`src/rtl/wb_regfile_scoreboard.sv`:
```
// Writeback receiver: commits results to the architectural register file,
// serves two bypassed decode read ports, and keeps a per-register count of
// in-flight writes so decode can be stalled on read-after-write hazards.
module wb_regfile_scoreboard #(
  parameter int DATA_W  = 10,
  parameter int NREGS   = 4,
  parameter int ADDR_W  = 2,
  parameter int MAXPEND = 3
) (
  input  logic              clk,
  input  logic              rst,
  input  logic              PC_en_in,
  input  logic [ADDR_W-1:0] rs_addr,
  input  logic [ADDR_W-1:0] rt_addr,
  output logic [DATA_W-1:0] rs_data,
  output logic [DATA_W-1:0] rt_data,
  input  logic              issue_valid,
  input  logic [ADDR_W-1:0] rd_issue,
  input  logic              wb_valid,
  input  logic [ADDR_W-1:0] wb_addr,
  input  logic [DATA_W-1:0] wb_data,
  output logic              stall,
  output logic [NREGS-1:0]  pending,
  output logic              wb_error
);

  localparam int CNT_W = 2;
  localparam logic [CNT_W-1:0] CNT_MAX = CNT_W'(MAXPEND);

  logic [DATA_W-1:0] regs [NREGS];
  logic [CNT_W-1:0]  cnt  [NREGS];

  logic             wb_live;     // writeback actually takes effect this cycle
  logic             wb_commit;   // writeback to a real (non-r0) register
  logic             bypass_rs;
  logic             bypass_rt;
  logic             hazard_rs;
  logic             hazard_rt;
  logic             dest_full;
  logic [NREGS-1:0] inc;
  logic [NREGS-1:0] dec;

  assign wb_live   = PC_en_in & wb_valid;
  assign wb_commit = wb_live & (wb_addr != '0);
  assign bypass_rs = wb_live & (wb_addr == rs_addr);
  assign bypass_rt = wb_live & (wb_addr == rt_addr);

  // Read ports: r0 is hard zero, a same-cycle writeback wins over the array.
  always_comb begin
    // NOTE: every always_comb output gets a default first so no path leaves it unassigned (no latch).
    rs_data = regs[rs_addr];
    rt_data = regs[rt_addr];
    if (bypass_rs) rs_data = wb_data;
    if (bypass_rt) rt_data = wb_data;
    if (rs_addr == '0) rs_data = '0;
    if (rt_addr == '0) rt_data = '0;
  end

  // Scoreboard decisions: retire/issue per register, hazards and stall.
  always_comb begin
    dec = '0;
    inc = '0;
    for (int i = 1; i < NREGS; i++) begin
      dec[i] = wb_live & (wb_addr == ADDR_W'(i)) & (cnt[i] != '0);
    end
    // A source is safe only if its sole outstanding write is landing right now.
    hazard_rs = (rs_addr != '0) && (cnt[rs_addr] != '0) &&
                !((cnt[rs_addr] == CNT_W'(1)) && bypass_rs);
    hazard_rt = (rt_addr != '0) && (cnt[rt_addr] != '0) &&
                !((cnt[rt_addr] == CNT_W'(1)) && bypass_rt);
    // Counter saturation blocks a further issue unless one retires this cycle.
    dest_full = (rd_issue != '0) && (cnt[rd_issue] == CNT_MAX) && !dec[rd_issue];
    stall     = issue_valid & (hazard_rs | hazard_rt | dest_full);
    for (int i = 1; i < NREGS; i++) begin
      inc[i] = issue_valid & ~stall & (rd_issue == ADDR_W'(i));
    end
  end

  // Pending flags mirror non-zero counters; r0 never has writes in flight.
  always_comb begin
    pending = '0;
    for (int i = 1; i < NREGS; i++) begin
      pending[i] = (cnt[i] != '0);
    end
  end

  // State update: register commit, counter tracking and sticky error flag.
  always_ff @(posedge clk) begin
    // NOTE: sequential state uses non-blocking assignments so every flop samples pre-edge values.
    if (rst) begin
      // NOTE: the register array is reset explicitly because reads after reset must return zero.
      for (int i = 0; i < NREGS; i++) begin
        regs[i] <= '0;
        cnt[i]  <= '0;
      end
      wb_error <= 1'b0;
    end else if (PC_en_in) begin
      if (wb_commit) begin
        regs[wb_addr] <= wb_data;
        if (cnt[wb_addr] == '0) wb_error <= 1'b1;
      end
      for (int i = 1; i < NREGS; i++) begin
        if (inc[i] && !dec[i])      cnt[i] <= cnt[i] + CNT_W'(1);
        else if (dec[i] && !inc[i]) cnt[i] <= cnt[i] - CNT_W'(1);
      end
    end
  end

endmodule
```
`config.mk`:
```
export PLATFORM = sky130hd
export DESIGN_NAME = wb_regfile_scoreboard
export DESIGN_NICKNAME = d
export VERILOG_FILES = /design/src/rtl/wb_regfile_scoreboard.sv
export SDC_FILE = /design/constraint.sdc
export NUM_CORES = 1
export LEC_CHECK = 0
export ABC_AREA = 1
export ABC_CLOCK_PERIOD_IN_PS = 6560
export CORE_MARGIN = 1.5
export CORE_UTILIZATION = 57
export CTS_CLUSTER_SIZE = 40
export DETAILED_ROUTE_END_ITERATION = 8
export PLACE_DENSITY_LB_ADDON = 0.2
export SYNTH_ARGS = -nofsm -noshare
export SYNTH_HDL_FRONTEND = slang
export SYNTH_SLANG_ARGS = --single-unit
```
`constraint.sdc`:
```
create_clock -name clk -period 6.56 [get_ports clk]
set_input_delay 1.968 -clock clk [delete_from_list [all_inputs] [get_ports clk]]
set_output_delay 1.968 -clock clk [all_outputs]
set_load 0.01 [all_outputs]
```
==> flow_summary.toml, run 1 <==
[run_status]
outcome = "finished clean"

[critical_path]
reg2reg_depth = 9
critPathLaunch = "rt_addr[1]"
cp_cell_sequence = "clkdlybuf4s50_1, inv_2, nand2_1, nand2_1, nor2_2, nand2_2, inv_2, nor2_1, a211oi_1, clkdlybuf4s50_1"
crit_required_ns = 4.59
cp-start-kind = "input port"
slowest_stage = "clkdlybuf4s50_1"
worst-setup-path-type = "input port to output port"
cp.arrival_ns = 4.20
crit_path_end = "rt_data[4]"
r2r_setup_slack_ns = 4.67
end_kind = "output port"
slowest_delay_ns = 0.70
r2r-start = "cnt[3][0]"
worstPathMaxFanout = 18
reg2reg_to = "cnt[1][1]"

[worst_hold_path]
min_path_type = "flip-flop to flip-flop"
holdCritStartpoint = "wb_error"

[timing]
hold_violations = 0
timing.final.crit_share_pct = 94.0
drv_slew = 0
setup_tns_ns = 0
maxSlewHeadroom_pct = 29.8
tightest_slew_ns = 1.05
rsz0062_at_grt = "false"
max_freq_ghz = 0.162
setup_viol = 0
period_needed_ns = 6.17
fin_skew_ns = 0.00373

[grt]
grt_pass1_wl_um = 11000
use_met3_pct = 4.58
met2_usage_pct = 49.4
first_global_vias = 2417
antenna_found_initial = 0
global_route.peak_usage_layer = "met2"
grt-ovfl-total = 0
grt_usage_pct = 27.6
met1_usage_pct = 32.3
grt_max_degree = 24

[layout]
layout-drive-gt1-share_pct = 13.2
fin_util_pct = 74.9
finalNonFillerCells = 461
nets = 432
multi_input_area_um2 = 1320
area_delta_synth_final_pct = 22.8
seqCellArea_um2 = 1100
n_fill_cell = 358
n_antenna_cell = 0

[pwr]
switching_power_w = 0.000183
vdd_ir_drop_max_uv = 152
pwr-share-seq_pct = 43.3
leakagePower_nw = 1.43
p_per_area_nw_per_um2 = 195
power_frac_clock_pct = 31.7
internal-power_w = 0.000471
p_comb_share_pct = 25.0
swShare_pct = 28.0

[clock_tree]
cts.sinks = 37
cts.path.max_buffers = 2
cts_made_buffers = 5
clk_pin_slew_ns = 0.08
cts_max_level = 2
cts_tree = "yes"
ctsHoldBuffers = 0
cts_setup_buffers = 0
cts_root_buf = "clkbuf_8"
cts_resized = 0
insertion_delay_ns = 0.29

[placed_design]
io_buffers = 47
gp_congestion = 0.872
dp_cells = 453
hpwl_um = 4810

[logic_synthesis]
syn_avg_cell_area_um2 = 7.50
synth_most_common_cell = "nor2_1"
yosysSeqAreaShare_pct = 40.3
yosys.area.top_type = "edfxtp_1"
ys_ff_latch = 37
yosys.area.top_type_share_pct = 39.6
async_flop_share_pct = 0
syn-instance-count = 364
synth_nets = 388
synth_ff_type = "edfxtp_1"
synth_edf_count = 36
yosys_warnings = 0
yosys-top-cells-count = "nor2_1 (66), inv_1 (46), a21oi_1 (43)"
synth.area.top_cells = "edfxtp_1 (40%), nor2_1 (9.1%), a21oi_1 (7.9%), inv_1 (6.3%), nand2_1 (5.4%)"
synthesis.area_um2 = 2730
synth.distinct_cells = 38

[drt]
drc = 0
wl_per_cell_um = 14.6
wl_um = 6730
num_vias = 2610
first_pass_iters = 7
drtIter0Drc = 188
antenna_left = 0
vias_per_cell = 5.66

[floorplan]
initial_core_util_pct = 61.0
die_w_um = 72.2
die_h_um = 72.2
boundaryPins = 49
dieArea_um2 = 5210
rows = 24
core_um2 = 4470

[job]
maxCapViolCount = 0
-- cell families (layout without fill, tap and decap cells) --
group	after synthesis	count (layout)	share of synthesized area, %
and+or+nand+nor	151	151	27.0
AOI/OAI and AO/OA	97	97	20.3
buffers and inverters	76	121	11.4
DFF	37	37	40.3
adders and majority gates	1	1	0.458
other	1	1	0.137
xor gates and xnor gates	1	1	0.321
-- routing by layer --
layer  wire [um]  up-vias
met1        2600     1179
met3         352       32
met4         256        0
met2        3520      107
met5           0        -
li1            -     1292
-- power by group through the flow --
stage	clock network, W	logic [W]	registers, W
after floorplan	0	0.0000953	0.000286
after global placement	0	0.000160	0.000288
after detailed placement	0	0.000162	0.000288
after CTS	0.000207	0.000163	0.000283
after global routing	0.000216	0.000180	0.000285
final	0.000207	0.000164	0.000283
-- cells in the final DEF (no fill, tap or decap), types with 2 or more instances in the layout --
| master | instances |
|---|---|
| o21ai_1 | 4 |
| a21oi_2 | 2 |
| nand3_1 | 17 |
| nand2_1 | 39 |
| o22ai_1 | 2 |
| inv_1 | 46 |
| clkdlybuf4s50_1 | 47 |
| edfxtp_1 | 36 |
| inv_2 | 10 |
| a211oi_1 | 18 |
| o21ai_0 | 23 |
| nand2_2 | 7 |
| nor2_2 | 7 |
| nand2_4 | 3 |
| nor2_1 | 66 |
| a21oi_1 | 43 |
| nor3_1 | 4 |
| nand4_4 | 2 |
| buf_4 | 8 |
| clkbuf_8 | 6 |
-- state kept, by name (all words and copies together) (netlist names) --
name	count
cnt	6
wb_error	1
regs	30
-- how the worst min path moves through the flow --
stage | endpoint | cells past startpoint
after floorplan | wb_error | 1
after global placement | wb_error | 1
after detailed placement | wb_error | 1
after CTS | wb_error | 1
after global routing | wb_error | 1
final | wb_error | 1
-- through the flow --
stage | total power [W] | setup slack (ns) | instance area, um2 | hold WS [ns]
after global routing | 0.000681 | 0.236 | 3350 | 0.493
after CTS | 0.000654 | 0.418 | 3350 | 0.479
after floorplan | 0.000381 | 1.52 | 2730 | 0.509
final | 0.000655 | 0.392 | 3350 | 0.475
after global placement | 0.000448 | 0.523 | 3230 | 0.457
after detailed placement | 0.000451 | 0.430 | 3230 | 0.456
-- final cells by class --
| cell class | instances | share of cell area (%) |
|---|---|---|
| Clock buffer | 6 | 2.46 |
| Timing Repair Buffer | 55 | 15.8 |
| Multi-Input combinational cell | 251 | 39.3 |
| Sequential cell | 37 | 32.8 |
| Clock inverter | 2 | 1.12 |
| Tap cell | 52 | 1.94 |
| Inverter | 58 | 6.53 |
-- worst max-delay path: cells and delay by family --
| family | cells | cell delay, ns |
|---|---|---|
| AO/OA/AOI/OAI | 1 | 0.20 |
| buffers and inverters | 4 | 1.60 |
| AND/OR/NAND/NOR | 5 | 0.43 |
(Power assumes the default switching activity.)
==> run 2: changes to the inputs <==
--- a/config.mk
+++ b/config.mk
@@ -11,7 +11,8 @@
 export CORE_UTILIZATION = 57
 export CTS_CLUSTER_SIZE = 40
 export DETAILED_ROUTE_END_ITERATION = 8
-export PLACE_DENSITY_LB_ADDON = 0.2
+export PLACE_DENSITY = 0.86
 export SYNTH_ARGS = -nofsm -noshare
 export SYNTH_HDL_FRONTEND = slang
 export SYNTH_SLANG_ARGS = --single-unit
+export TNS_END_PERCENT = 100
==> constraint.sdc (replaced) <==
create_clock -name clk -period 6.56 [get_ports clk]
set_input_delay 1.968 -clock clk [delete_from_list [all_inputs] [get_ports clk]]
set_output_delay 1.968 -clock clk [all_outputs]
set_load 0.05 [all_outputs]
==> flow_summary.toml, run 2 (synthesis results as in run 1) <==
[timing]
timing.final.crit_share_pct = 92.2
maxSlewHeadroom_pct = 22.6
hold_violations = 0
fin_skew_ns = 0.00885
max_freq_ghz = 0.165
rsz0062_at_grt = "false"
setup_viol = 0
period_needed_ns = 6.05
setup_tns_ns = 0
tightest_slew_ns = 1.15
drv_slew = 0

[clock_tree]
ctsHoldBuffers = 0
cts_setup_buffers = 0
cts_root_buf = "clkbuf_8"
insertion_delay_ns = 0.29
cts_made_buffers = 5
cts_max_level = 2
cts_resized = 0
cts.sinks = 37
clk_pin_slew_ns = 0.08
cts_tree = "yes"
cts.path.max_buffers = 2

[layout]
n_antenna_cell = 0
layout-drive-gt1-share_pct = 17.5
seqCellArea_um2 = 1100
area_delta_synth_final_pct = 21.1
reg_top3 = "regs (30), cnt (6), wb_error (1)"
fin_util_pct = 73.9
regMostFlops = "regs"
multi_input_area_um2 = 1320
largest_reg_flops = 30
nets = 429
n_fill_cell = 355
final_cell_mix = "nor2_1 (66), inv_1 (46), a21oi_1 (43)"
final_common_cell = "nor2_1"

[pwr]
leakagePower_nw = 1.45
p_per_area_nw_per_um2 = 202
vdd_ir_drop_max_uv = 157

[placed_design]
gp_congestion = 0.879
io_buffers = 47
hpwl_um = 5190

[drt]
wl_um = 7120
wl_per_cell_um = 15.5
vias_per_cell = 5.85
drc = 0
num_vias = 2679
first_pass_iters = 5
drtIter0Drc = 294
antenna_left = 0

[critical_path]
cp-start-kind = "input port"
crit_family = "buffers and inverters"
slowest_stage = "clkdlybuf4s50_1"
end_kind = "output port"
crit_required_ns = 4.59
path_buf_inv = 4
critPathMostFrequentCell = "nand2_1"
cp.arrival_ns = 4.08
cp_cell_sequence = "clkdlybuf4s50_1, clkinv_2, nand2_1, nand2_1, nand3_2, inv_2, a211oi_1, buf_12"
worst-setup-path-type = "input port to output port"
critPathLaunch = "rs_addr[0]"
slowest_delay_ns = 0.63
worstPathMaxFanout = 23
r2r-start = "cnt[3][0]"

[floorplan]
boundaryPins = 49
die_h_um = 72.2
initial_core_util_pct = 61.0
core_um2 = 4470
rows = 24
dieArea_um2 = 5210
die_w_um = 72.2

[grt]
grt-ovfl-total = 0
grt_pass1_wl_um = 11300
grt_max_degree = 24
first_global_vias = 2437
antenna_found_initial = 0
grt_usage_pct = 28.3

[run_status]
outcome = "finished clean"

[worst_hold_path]
min_path_type = "flip-flop to flip-flop"
holdCritStartpoint = "wb_error"

[job]
maxCapViolCount = 0
run 2: cell types whose count changed in the layout (fill, tap and decap cells not counted):
cell	before	now
buf_4	8	21
clkdlybuf4s50_1	47	26
buf_12	0	5
clkinvlp_4	1	0
clkbuf_8	6	5
clkinv_4	0	1
bufinv_16	1	0
clkinv_1	1	2
clkinv_2	1	2
run 2: layer usage:
layer | track usage (%) | vias up | wire, um | part of all wire [%]
li1 | - | 1295 | - | -
met1 | 37.9 | 1205 | 2960 | 42
met2 | 46.6 | 164 | 3310 | 47
met3 | 4.44 | 15 | 703 | 9.9
met4 | 10.3 | 0 | 138 | 1.9
met5 | 0 | - | 0 | 0
run 2: path summary, 6_finish.rpt:
check	end	slack, ns	cells after the start
max	rs_data[9]	0.51	8
min	wb_error	0.47	1
max reg2reg	cnt[3][0]	4.68	11
min reg2reg	wb_error	0.47	1
run 2: where the power goes:
group          internal (W)  leakage [nW]  switching [W]
clock network     0.0000736        0.0455      0.0000879
logic             0.0000739          1.04       0.000148
registers          0.000275         0.360     0.00000856
total              0.000423          1.45       0.000245
run 2: metrics by stage:
stage,setup WS (ns),instance area (um2),power [W],instances,hold slack (ns)
after floorplan,0.674,2730,0.000434,364,0.591
after global placement,0.583,3220,0.000505,450,0.456
after detailed placement,0.546,3220,0.000509,450,0.456
after CTS,0.512,3310,0.000665,458,0.479
after global routing,0.315,3310,0.000692,458,0.490
final,0.510,3310,0.000667,458,0.473
run 2: area by class of cell:
class	count	area share (%)
Multi-Input combinational cell	251	39.8
Sequential cell	37	33.3
Timing Repair Buffer	52	15.7
Inverter	58	6.62
Clock buffer	5	2.08
Tap cell	52	1.97
Clock inverter	3	0.530
==> run 3: changes to the inputs <==
--- a/config.mk
+++ b/config.mk
@@ -6,12 +6,12 @@
 export NUM_CORES = 1
 export LEC_CHECK = 0
 export ABC_AREA = 1
-export ABC_CLOCK_PERIOD_IN_PS = 6560
+export ABC_CLOCK_PERIOD_IN_PS = 6850
 export CORE_MARGIN = 1.5
-export CORE_UTILIZATION = 57
+export CORE_UTILIZATION = 53
 export CTS_CLUSTER_SIZE = 40
 export DETAILED_ROUTE_END_ITERATION = 8
-export PLACE_DENSITY = 0.86
+export PLACE_DENSITY = 0.8
 export SYNTH_ARGS = -nofsm -noshare
 export SYNTH_HDL_FRONTEND = slang
 export SYNTH_SLANG_ARGS = --single-unit
==> constraint.sdc (replaced) <==
create_clock -name clk -period 6.85 [get_ports clk]
set_input_delay 2.055 -clock clk [delete_from_list [all_inputs] [get_ports clk]]
set_output_delay 2.055 -clock clk [all_outputs]
set_load 0.05 [all_outputs]
==> flow_summary.toml, run 3 (synthesis results as in run 1) <==
[layout]
n_antenna_cell = 0
reg_top3 = "regs (30), cnt (6), wb_error (1)"
area_delta_synth_final_pct = 22.6
final_common_cell = "nor2_1"
final_cell_mix = "nor2_1 (66), inv_1 (46), a21oi_1 (43)"
post-route-cell-area_um2 = 3340
regMostFlops = "regs"
nets = 431
layout-drive-gt1-share_pct = 16.0
largest_reg_flops = 30

[drt]
first_pass_iters = 5
num_vias = 2604
wl_per_cell_um = 14.5
antenna_left = 0
wl_um = 6890
drtIter0Drc = 270
vias_per_cell = 5.49
drc = 0

[pwr]
p_comb_share_pct = 31.7
internal-power_w = 0.000438
vdd_ir_drop_max_uv = 166
power_frac_clock_pct = 26.9
switching_power_w = 0.000219
leakagePower_nw = 1.46
swShare_pct = 33.3
p_per_area_nw_per_um2 = 196
pwr-share-seq_pct = 41.4

[timing]
tightest_slew_ns = 0.515
period_needed_ns = 6.67
max_freq_ghz = 0.150
hold_violations = 0
drv_slew = 0
rsz0062_at_grt = "false"
setup_viol = 0
setup_tns_ns = 0
setup_ws_ns = 0.185
fin_skew_ns = 0.00642
timing.final.crit_share_pct = 97.3
maxSlewHeadroom_pct = 65.6

[clock_tree]
cts_made_buffers = 5
cts_root_buf = "clkbuf_8"
cts_tree = "yes"
cts_max_level = 2
clk_pin_slew_ns = 0.06
cts.path.max_buffers = 2
cts_setup_buffers = 0
cts.sinks = 37
insertion_delay_ns = 0.28

[critical_path]
worst-setup-path-type = "input port to output port"
worstPathMaxFanout = 23
cp-start-kind = "input port"
slowest_delay_ns = 0.85
cp_cell_sequence = "clkdlybuf4s50_1, clkinv_2, nand2_1, nand2_1, nand3_2, inv_2, a211oi_1, clkdlybuf4s50_1"
end_kind = "output port"
slowest_stage = "clkdlybuf4s50_1"
cp.arrival_ns = 4.61
crit_required_ns = 4.80

[placed_design]
dpl_worst_slack_ns = 0.133
hpwl_um = 5080
io_buffers = 47
placed_cell_area_um2 = 3240
gp_congestion = 0.846

[floorplan]
dieArea_um2 = 5590
core_um2 = 4850
die_h_um = 74.8
boundaryPins = 49
die_w_um = 74.8
rows = 25
initial_core_util_pct = 56.3

[grt]
grt_pass1_wl_um = 10900
antenna_found_initial = 0
grt_max_degree = 24
grt-ovfl-total = 0
first_global_vias = 2381
grt_usage_pct = 26.0

[job]
maxCapViolCount = 0

[run_status]
outcome = "finished clean"

[worst_hold_path]
min_path_type = "flip-flop to flip-flop"
run 3: cell types whose count changed in the layout (fill, tap and decap cells not counted), sizes merged:
cell	previous run	this run
buf	26	20
bufinv	0	1
clkdlybuf4s50	26	32
clkinv	5	3
dlymetal6s2s	0	2
run 3: worst paths after layout:
| kind | start | end | slack [ns] | cells past startpoint |
|---|---|---|---|---|
| setup / recovery | rs_addr[0] | rs_data[7] | 0.18 | 8 |
| hold / removal | wb_error | wb_error | 0.51 | 1 |
| setup reg to reg | cnt[3][0] | cnt[3][1] | 4.95 | 11 |
| hold reg to reg | wb_error | wb_error | 0.51 | 1 |
run 3: layer usage:
layer  wire length, um  vias up  GRT usage, %
li1                  -     1286             -
met1              3010     1196          38.0
met2              3250      112          41.6
met3               559       10          3.08
met4                68        0          6.67
met5                 0        -             0
run 3: critical path: cells and delay by family:
family	cells	cell delay, ns
AO/OA/AOI/OAI	1	0.28
buffers and inverters	4	1.94
AND/OR/NAND/NOR	3	0.31
run 3: timing repair:
action / in CTS / in global routing
gates resized for setup: 0 / 2
endpoints found under the setup margin: 0 / 2
hold endpoints to repair: 0 / 0
hold buffers: 0 / 0
run 3: cell type report:
type / instances / area (um2)
Fill cell: 394 / 1500
Multi-Input combinational cell: 251 / 1320
Sequential cell: 37 / 1100
Timing Repair Buffer: 54 / 520
Inverter: 58 / 219
Tap cell: 67 / 83.8
Clock buffer: 5 / 68.8
Clock inverter: 2 / 35.0
run 3: power by group through the flow:
stage          Clock [W]  Sequential (W)  Combinational, W
6_report        0.000177        0.000272          0.000208
3_3_place_gp           0        0.000276          0.000204
3_5_place_dp           0        0.000276          0.000207
5_1_grt         0.000187        0.000273          0.000224
4_1_cts         0.000180        0.000272          0.000208
2_1_floorplan          0        0.000275          0.000140
run 3: through the flow:
| stage | utilization [%] | total power [W] | hold WS, ns | instances |
|---|---|---|---|---|
| after global routing | 69.0 | 0.000684 | 0.523 | 474 |
| after global placement | 66.7 | 0.000480 | 0.461 | 467 |
| after CTS | 68.9 | 0.000659 | 0.509 | 474 |
| after floorplan | - | 0.000415 | 0.591 | 364 |
| final | 69.0 | 0.000657 | 0.510 | 474 |
| after detailed placement | 66.7 | 0.000484 | 0.470 | 467 |
